**src/rtl/mem_lsu_pkg.sv**
```systemverilog
// Shared definitions for the MEM-stage load/store unit: op and state encodings,
// byte-lane select constants and RAM control levels.
package mem_lsu_pkg;

    typedef enum logic [2:0] {
        LsuOpLb  = 3'b000,
        LsuOpLbu = 3'b001,
        LsuOpLh  = 3'b010,
        LsuOpLhu = 3'b011,
        LsuOpLw  = 3'b100,
        LsuOpSb  = 3'b101,
        LsuOpSh  = 3'b110,
        LsuOpSw  = 3'b111
    } lsu_op_e;

    typedef enum logic [1:0] {
        StIdle   = 2'b00,
        StAccess = 2'b01,
        StResp   = 2'b10
    } lsu_state_e;

    // Big-endian lanes: offset 0 is bits [31:24].
    localparam logic [3:0] SelByte0 = 4'b1000;
    localparam logic [3:0] SelHalf0 = 4'b1100;
    localparam logic [3:0] SelHalf2 = 4'b0011;
    localparam logic [3:0] SelWord  = 4'b1111;

    localparam logic ChipEnable   = 1'b1;
    localparam logic ChipDisable  = 1'b0;
    localparam logic WriteEnable  = 1'b1;
    localparam logic WriteDisable = 1'b0;

    function automatic logic is_store(input lsu_op_e op);
        return op inside {LsuOpSb, LsuOpSh, LsuOpSw};
    endfunction

    function automatic logic is_half(input lsu_op_e op);
        return op inside {LsuOpLh, LsuOpLhu, LsuOpSh};
    endfunction

    function automatic logic is_word(input lsu_op_e op);
        return op inside {LsuOpLw, LsuOpSw};
    endfunction

endpackage

```
**src/rtl/mem_lsu_align.sv**
```systemverilog
// Combinational byte-lane logic: store select/replication and load
// extraction with sign or zero extension.
module mem_lsu_align
    import mem_lsu_pkg::*;
(
    input  lsu_op_e     op,
    input  logic [1:0]  offset,
    input  logic [31:0] wdata,
    input  logic [31:0] rdata,
    output logic [3:0]  sel,
    output logic [31:0] lane_wdata,
    output logic [31:0] load_data
);

    logic [7:0]  byte_lane;
    logic [15:0] half_lane;

    always_comb begin
        byte_lane = rdata[31:24];
        unique case (offset)
            2'd0: byte_lane = rdata[31:24];
            2'd1: byte_lane = rdata[23:16];
            2'd2: byte_lane = rdata[15:8];
            2'd3: byte_lane = rdata[7:0];
            default: byte_lane = rdata[31:24];
        endcase
        half_lane = offset[1] ? rdata[15:0] : rdata[31:16];
    end

    always_comb begin
        sel        = '0;
        lane_wdata = '0;
        load_data  = '0;
        unique case (op)
            LsuOpLb: begin
                sel       = SelByte0 >> offset;
                load_data = {{24{byte_lane[7]}}, byte_lane};
            end
            LsuOpLbu: begin
                sel       = SelByte0 >> offset;
                load_data = {24'b0, byte_lane};
            end
            LsuOpLh: begin
                sel       = offset[1] ? SelHalf2 : SelHalf0;
                load_data = {{16{half_lane[15]}}, half_lane};
            end
            LsuOpLhu: begin
                sel       = offset[1] ? SelHalf2 : SelHalf0;
                load_data = {16'b0, half_lane};
            end
            LsuOpLw: begin
                sel       = SelWord;
                load_data = rdata;
            end
            LsuOpSb: begin
                sel        = SelByte0 >> offset;
                lane_wdata = {4{wdata[7:0]}};
            end
            LsuOpSh: begin
                sel        = offset[1] ? SelHalf2 : SelHalf0;
                lane_wdata = {2{wdata[15:0]}};
            end
            LsuOpSw: begin
                sel        = SelWord;
                lane_wdata = wdata;
            end
            default: ;
        endcase
    end

endmodule

```
**src/rtl/mem_lsu.sv**
```systemverilog
// MEM-stage load/store unit: one request at a time, single-cycle RAM access,
// held response. Define LSU_ALIGN_EXC_EN to trap misaligned half/word accesses.
module mem_lsu
    import mem_lsu_pkg::*;
#(
    parameter int unsigned ADDR_W = 32
) (
    input  logic              clk,
    input  logic              rst,
    input  logic              req_valid,
    output logic              req_ready,
    input  logic [2:0]        req_op,
    input  logic [ADDR_W-1:0] req_addr,
    input  logic [31:0]       req_wdata,
    input  logic [4:0]        req_rd,
    output logic              resp_valid,
    input  logic              resp_ready,
    output logic [4:0]        resp_rd,
    output logic [31:0]       resp_data,
    output logic              resp_wreg,
    output logic              resp_exc,
    output logic [ADDR_W-1:0] resp_badaddr,
    output logic              ram_ce,
    output logic              ram_en,
    output logic [ADDR_W-1:0] ram_addr,
    output logic [3:0]        ram_sel,
    output logic [31:0]       ram_wdata,
    input  logic [31:0]       ram_rdata
);

    lsu_state_e        state_q, state_d;
    lsu_op_e           op_q, req_op_e;
    logic [ADDR_W-1:0] addr_q, addr_fix, resp_badaddr_q;
    logic [31:0]       wdata_q, resp_data_q;
    logic [4:0]        rd_q;
    logic              resp_wreg_q, resp_exc_q;
    logic              accept, exc_hit, in_access;
    logic [3:0]        lane_sel;
    logic [31:0]       lane_wdata, load_data;

    assign req_op_e  = lsu_op_e'(req_op);
    assign accept    = (state_q == StIdle) && req_valid;
    assign in_access = (state_q == StAccess);

    // Forcing low bits is harmless with the exception enabled: misaligned
    // requests never reach ACCESS, and badaddr takes the raw address.
    always_comb begin
        addr_fix = req_addr;
        if (is_half(req_op_e)) begin
            addr_fix[0] = 1'b0;
        end else if (is_word(req_op_e)) begin
            addr_fix[1:0] = 2'b00;
        end
    end

`ifdef LSU_ALIGN_EXC_EN
    assign exc_hit = (is_half(req_op_e) && req_addr[0]) ||
                     (is_word(req_op_e) && (req_addr[1:0] != 2'b00));
`else
    assign exc_hit = 1'b0;
`endif

    always_comb begin
        state_d = state_q;
        unique case (state_q)
            StIdle:   if (req_valid) state_d = exc_hit ? StResp : StAccess;
            StAccess: state_d = StResp;
            StResp:   if (resp_ready) state_d = StIdle;
            default:  state_d = StIdle;
        endcase
    end

    always_ff @(posedge clk or negedge rst) begin
        if (!rst) begin
            state_q        <= StIdle;
            op_q           <= LsuOpLb;
            addr_q         <= '0;
            wdata_q        <= '0;
            rd_q           <= '0;
            resp_data_q    <= '0;
            resp_wreg_q    <= 1'b0;
            resp_exc_q     <= 1'b0;
            resp_badaddr_q <= '0;
        end else begin
            state_q <= state_d;
            if (accept) begin
                op_q           <= req_op_e;
                addr_q         <= addr_fix;
                wdata_q        <= req_wdata;
                rd_q           <= req_rd;
                resp_data_q    <= '0;
                resp_wreg_q    <= !is_store(req_op_e) && !exc_hit;
                resp_exc_q     <= exc_hit;
                resp_badaddr_q <= exc_hit ? req_addr : '0;
            end else if (in_access && !is_store(op_q)) begin
                resp_data_q <= load_data;
            end
        end
    end

    mem_lsu_align u_align (
        .op         (op_q),
        .offset     (addr_q[1:0]),
        .wdata      (wdata_q),
        .rdata      (ram_rdata),
        .sel        (lane_sel),
        .lane_wdata (lane_wdata),
        .load_data  (load_data)
    );

    assign req_ready    = (state_q == StIdle);
    assign resp_valid   = (state_q == StResp);
    assign resp_rd      = rd_q;
    assign resp_data    = resp_data_q;
    assign resp_wreg    = resp_wreg_q;
    assign resp_exc     = resp_exc_q;
    assign resp_badaddr = resp_badaddr_q;

    // RAM controls decode straight from the state register so reset kills them at once.
    assign ram_ce    = in_access ? ChipEnable : ChipDisable;
    assign ram_en    = (in_access && is_store(op_q)) ? WriteEnable : WriteDisable;
    assign ram_addr  = in_access ? {addr_q[ADDR_W-1:2], 2'b00} : '0;
    assign ram_sel   = in_access ? lane_sel : 4'b0000;
    assign ram_wdata = in_access ? lane_wdata : 32'h0;

endmodule

```
**config.mk**
```make
export PLATFORM = sky130hd
export DESIGN_NAME = mem_lsu
export DESIGN_NICKNAME = d
export VERILOG_FILES = /design/src/rtl/mem_lsu_pkg.sv /design/src/rtl/mem_lsu_align.sv /design/src/rtl/mem_lsu.sv
export SDC_FILE = /design/constraint.sdc
export NUM_CORES = 1
export LEC_CHECK = 0
export BUFFER_PORTS_ARGS = -buffer_cell sky130_fd_sc_hd__buf_2
export CORE_MARGIN = 2
export CORE_UTILIZATION = 50
export CTS_CLUSTER_DIAMETER = 100
export CTS_CLUSTER_SIZE = 20
export DETAILED_ROUTE_END_ITERATION = 8
export PLACE_DENSITY = 0.82
export SLEW_MARGIN = 20
export SYNTH_ARGS = -nofsm -noshare
export SYNTH_HDL_FRONTEND = slang
export SYNTH_HIERARCHICAL = 1
export SYNTH_SLANG_ARGS = --single-unit
```
**constraint.sdc**
```tcl
create_clock -name clk -period 4.92 [get_ports clk]
set_input_delay 0.246 -clock clk [delete_from_list [all_inputs] [get_ports clk]]
set_output_delay 0.246 -clock clk [all_outputs]
set_load 0.02 [all_outputs]
```
### After elaboration in Yosys (flattened, before gate mapping)

Cells that the tools add are included.

| word-level totals | value |
|---|---|
| bits in latches | 0 |
| output and inout bits | 143 |
| memories | 0 |
| bits in read-only memories | 0 |
| logic and storage cells | 64 |
| memory bits (writable) | 0 |
| flip-flop bits (word level) | 107 |
| input port bits | 108 |

| operators by class | value |
|---|---|
| bitwise logic cells | 0 |
| muxes and demuxes | 19 |
| shift-type cells | 1 |
| divide/modulo/power cells | 0 |
| equality and inequality tests | 20 |
| add/sub/neg operators | 0 |
| reduce and logical (&&, ||, !) cells | 17 |
| magnitude comparators | 0 |
| multiply operators | 0 |

Operator list:

| operator | number |
|---|---|
| case mux 32 bit (5 select lines) | 1 |
| two-way mux 32 bit | 4 |
| case mux 32 bit (3 select lines) | 1 |
| case mux 8 bit (4 select lines) | 1 |
| equality test 3 bit (second input constant) | 8 |
| two-way mux 16 bit | 1 |
| equality test 3 x 2 -> 1 bit (second input constant) | 4 |
| case mux 4 bit (3 select lines) | 1 |
| nonzero test 3 bit | 3 |
| two-way mux 4 bit | 2 |
| equality test 2 bit (second input constant) | 3 |
| two-way mux 2 bit | 3 |
| case mux 2 bit (3 select lines) | 1 |
| OR reduction 3 bit | 2 |
| equality test 2 x 1 -> 1 bit (second input constant) | 2 |
| zero test 2 bit | 2 |
| two-way mux 1 bit | 4 |
| nonzero test 2 bit | 2 |
| right shift 4 x 2 -> 4 bit (first input constant) | 1 |
| equality test 3 x 1 -> 1 bit (second input constant) | 1 |
| logical AND 1 bit | 3 |
| zero test 3 bit | 1 |
| zero test 1 bit | 2 |
| inequality test 2 x 1 -> 1 bit (second input constant) | 1 |
| other kinds (3) | 3 |

### Longest topological paths before layout

| logic depth | value |
|---|---|
| word-level depth | 6 |
| gate-level depth with buffers | 7 |
| depth with buffers taken out | 5 |

### Cells and area by module

The synthesis kept the hierarchy.

Modules (own cells, without submodules):

| module | seq. area each (sq um) | cells each | instances | area each (sq um) |
|---|---|---|---|---|
| mem_lsu | 2677.6 | 573 | 1 | 4882.2 |
| mem_lsu_align | 0.0 | 210 | 1 | 1510.2 |

### Least setup slack after synthesis

OpenSTA, ideal clock, no wires.

| timing path | value |
|---|---|
| kind | reg-to-output |
| start point | reg op_q[1] |
| end point | out ram_wdata[17] |
| path slack | 3.075 ns |
| stages on the path, launching flop included | 7 |
| path buffers | 2 |
| data arrival time | 1.599 ns |
| cell sequence | dfrtp_1 > buf_2 > buf_2 > mux2_2 > a22oi_1 > nor2_1 > and2_1 |

| between the ends | value |
|---|---|
| word-level cells in the longest chain between the ends | 3 |
| elaborated cells on any way between the ends | 5 |
| those cells by class | eq/ne (3); mux (2) |

Ends and longest elaborated chain:

| item | RTL line | text |
|---|---|---|
| start: declaration | mem_lsu.sv:32 | `lsu_op_e op_q, req_op_e;` |
| start signal: assignment | mem_lsu.sv:76 | `op_q <= LsuOpLb;` |
| start signal: assignment | mem_lsu.sv:87 | `op_q <= req_op_e;` |
| equality test 3 bit | mem_lsu_align.sv:34 | `unique case (op)` |
| case mux 32 bit (3 select lines) (*) | mem_lsu_align.sv:34 |  |
| named net lane_wdata[17] | mem_lsu.sv:39 | `logic [31:0] lane_wdata, load_data;` |
| two-way mux 32 bit (*) | mem_lsu.sv:124 | `assign ram_wdata = in_access ? lane_wdata : 32'h0;` |
| end: declaration | mem_lsu.sv:27 | `output logic [31:0] ram_wdata,` |

Mark *: on every way through the listed nets, which the timed path passes. The rest lies on a longest branch.

### Final worst setup path

| timing path | value |
|---|---|
| start point | reg state_q[1] |
| end point | out ram_sel[1] |

| between the ends | value |
|---|---|
| word-level cells in the longest chain between the ends | 2 |

Ends and longest elaborated chain:

| item | RTL line | text |
|---|---|---|
| start: declaration | mem_lsu.sv:31 | `lsu_state_e state_q, state_d;` |
| start signal: assignment | mem_lsu.sv:75 | `state_q <= StIdle;` |
| start signal: assignment | mem_lsu.sv:85 | `state_q <= state_d;` |
| equality test 2 x 1 -> 1 bit | mem_lsu.sv:43 | `assign in_access = (state_q == StAccess);` |
| two-way mux 4 bit | mem_lsu.sv:123 | `assign ram_sel = in_access ? lane_sel : 4'b0000;` |
| end: declaration | mem_lsu.sv:26 | `output logic [3:0] ram_sel,` |

Every way passes these cells.

==> out/qor.csv <==
stage,metric,value,unit
status,run_status,"complete, but fails checks",
status,violations,hold timing,
logic_synthesis,ys_async_sr_fraction,100.0,%
die,die_y,117.1,µm
logic_synthesis,ys.warnings.count,6,
route,drc,0,
finish,area_growth,19.71,%
cts,post_cts_buffers,0,
cts,root_buffer,clkbuf_16,
worst_setup_path,crit_type,reg2out,
logic_synthesis,ys_types,39,
power_and_ir_drop,leakagePower,4.120,nW
logic_synthesis,synth.area.mux_share,8.280,%
worst_setup_path,worstPathRequired,4670,ps
logic_synthesis,synth_top_cells_by_count,"nand2_1 (279), dfrtp_1 (107), and2_1 (68)",
route,ant_nets,0,
sta,fin_hold_ws,-5.705,ps
cts,cts_tree,done,
sta,slew_violations,0,
route,firstDrtPassIters,7,
worst_setup_path,startpoint_type,flip-flop,
cts,insertion_delay,350,ps
finish,finalNetCount,1062,
cts,numCtsBuffers,9,
global_routing,grt_pass1_wl,27410,µm
sta,post-route-period-util,54.18,%
logic_synthesis,synth_area_per_cell,8.164,µm²
sta,worst_pin_slew,1110,ps
logic_synthesis,synth_simple_gate_area_share,29.03,%
worst_setup_path,arrival,2420,ps
die,core_area,0.01257,mm²
power_and_ir_drop,ir_worst_vdd,0.0002447,V
placement,port_buffers,215,
global_routing,grt_start_max_net_pins,105,
logic_synthesis,synth_area,0.006392,mm²
logic_synthesis,synth_top_area_share,41.89,%
logic_synthesis,synth_top_family_by_area,simple AND/OR/NAND/NOR gates,
cts,h-tree-depth,3,
placement,hpwl,11800,µm
hold_path,hp-class,in2async,
global_routing,grt.total_usage,25.54,%
logic_synthesis,synth_area_leaders,"dfrtp_1 (42%), nand2_1 (16%), and2_1 (6.7%)",
global_routing,grt_remaining_overflow,0,
cts,clock_path_buffers,2,
global_routing,grt_pass1_vias,5506,
logic_synthesis,synth_area_leader_cell,dfrtp_1,
die,die_w,117.1,µm
die,initial_core_util,50.86,%
route,wl_per_cell,15.74,µm
worst_setup_path,worstSetupEndpointType,output pin,
route,initialDrtViolationCount,713,
die,num_rows,41,
placement,place_ws,2544,ps
logic_synthesis,synth_edf_count,0,
logic_synthesis,synth_fa_ha_area_share,0,%
power_and_ir_drop,powerDensity,617.4,mW/mm²
cts,cts-resized-gates,0,
logic_synthesis,yosysMostFrequentCell,nand2_1,
sta,rsz0062_at_grt,no,
sta,setup_tns,0,ps
worst_setup_path,critPathMaxFanout,53,
die,pin_count,251,
sta,relSlewSlack,25.83,%
logic_synthesis,synth-seq-cells,107,
logic_synthesis,synth_seq_area_share,41.89,%
route,viasPerCell,5.370,
route,via_count,6074,
logic_synthesis,synth-compound-area-share,11.37,%
sta,fin_ws,2254,ps
global_routing,antenna_found_initial,0,
sta,setup_viol_count_final,0,
route,wirelength,17800,µm
cts,clkTransAtPathRegs,70,ps
cts,postCtsHoldBufs,0,
sta,hold_viol,1,
sta,fin_skew,5.678,ps
sta,fmaxAchievable,0.3752,GHz
logic_synthesis,synthFlopType,dfrtp_1,
finish,antennaDiodeCount,0,
logic_synthesis,syn_inst,783,
logic_synthesis,synth-xor-area-share,0.1370,%
placement,gp_congestion,0.9140,
cts,clock_sinks,107,
sta,fin_crit,2666,ps
finish,layout-drive-gt1-share,28.88,%
die,dieArea,0.01371,mm²
run,cap_violations,0,
[worst max-delay path, stage by stage (launching register included)]
cell      delay, ps
dfrtp_1         400
nand2b_1        190
inv_2           480
buf_4           560
and2_1          210
buf_2           160
[worst paths after layout]
kind / start / endpoint / slack, ps / depth (start not counted)
min in group clk: req_wdata[14] / wdata_q[14] / 80 / 3
hold / removal: rst / addr_q[3] / -6 / 1
hold reg to reg: addr_q[21] / addr_q[21] / 470 / 2
setup / recovery: state_q[1] / ram_sel[1] / 2250 / 5
max in group asynchronous: rst / addr_q[29] / 3870 / 2
setup reg to reg: op_q[0] / resp_data[29] / 2510 / 5
[per-layer routing]
layer	wire length [µm]	GRT usage [%]
met5	0	0
met1	7504	34.32
met2	8529	41.50
met4	371	8.706
met3	1393	5.201
[placed cells by master, fill, tap and decap left out, types with 4 or more instances in the layout]
master,netlist,routed
nand2_1,279,279
buf_2,16,214
dfrtp_1,107,107
and2_1,68,68
o21ai_0,37,37
conb_1,1,35
nand3_1,33,33
mux2_2,23,23
nor2_1,20,20
o211ai_1,17,17
a22oi_1,16,16
buf_4,41,10
a21oi_1,10,10
clkbuf_16,0,9
mux2i_1,9,9
and3_1,8,8
mux4_2,8,8
a211oi_1,8,8
a32oi_1,8,8
a221o_1,7,7
inv_1,4,4
[sequential cells by signal (all words and copies together) (netlist names)]
signal	flops
state_q	2
resp_data	32
wdata_q	32
resp_rd	5
op_q	3
resp_wreg	1
addr_q	32
[report_power, final]
group	switching [mW]	internal [mW]	leakage, nW
registers	0.267	1.26	1.36
logic	1.54	0.851	2.60
clock network	0.324	0.477	0.160
[cell families (layout without fill, tap and decap cells)]
family | after synthesis | count (layout)
compound gates | 109 | 109
simple gates | 420 | 420
other cells | 1 | 35
buf+inv | 105 | 247
flops | 107 | 107
xor+xnor | 1 | 1
mux | 40 | 40
[area by class of cell]
class | instances | area (µm²)
inverters | 7 | 26.28
repair buffers | 224 | 1146
fillers | 1180 | 4916
clock inverters | 3 | 68.82
well taps | 172 | 215.2
multi-input cells | 605 | 3258
flip-flops and latches | 107 | 2678
clock buffers | 13 | 260.3
[metrics by stage]
| stage | area (µm²) | instances | util (%) | total power, mW | hold slack, ps |
|---|---|---|---|---|---|
| after floorplan | 6520 | 817 | - | 3.309 | -49.59 |
| after global placement | 7323 | 1115 | 58.27 | 3.875 | 408.8 |
| after detailed placement | 7323 | 1115 | 58.27 | 3.926 | 410.2 |
| after CTS | 7652 | 1131 | 60.89 | 4.743 | 30.90 |
| after global routing | 7652 | 1131 | 60.89 | 5.094 | 71.62 |
| final | 7652 | 1131 | 60.89 | 4.725 | -5.705 |
Note: power is estimated with default switching activity, not from simulation.
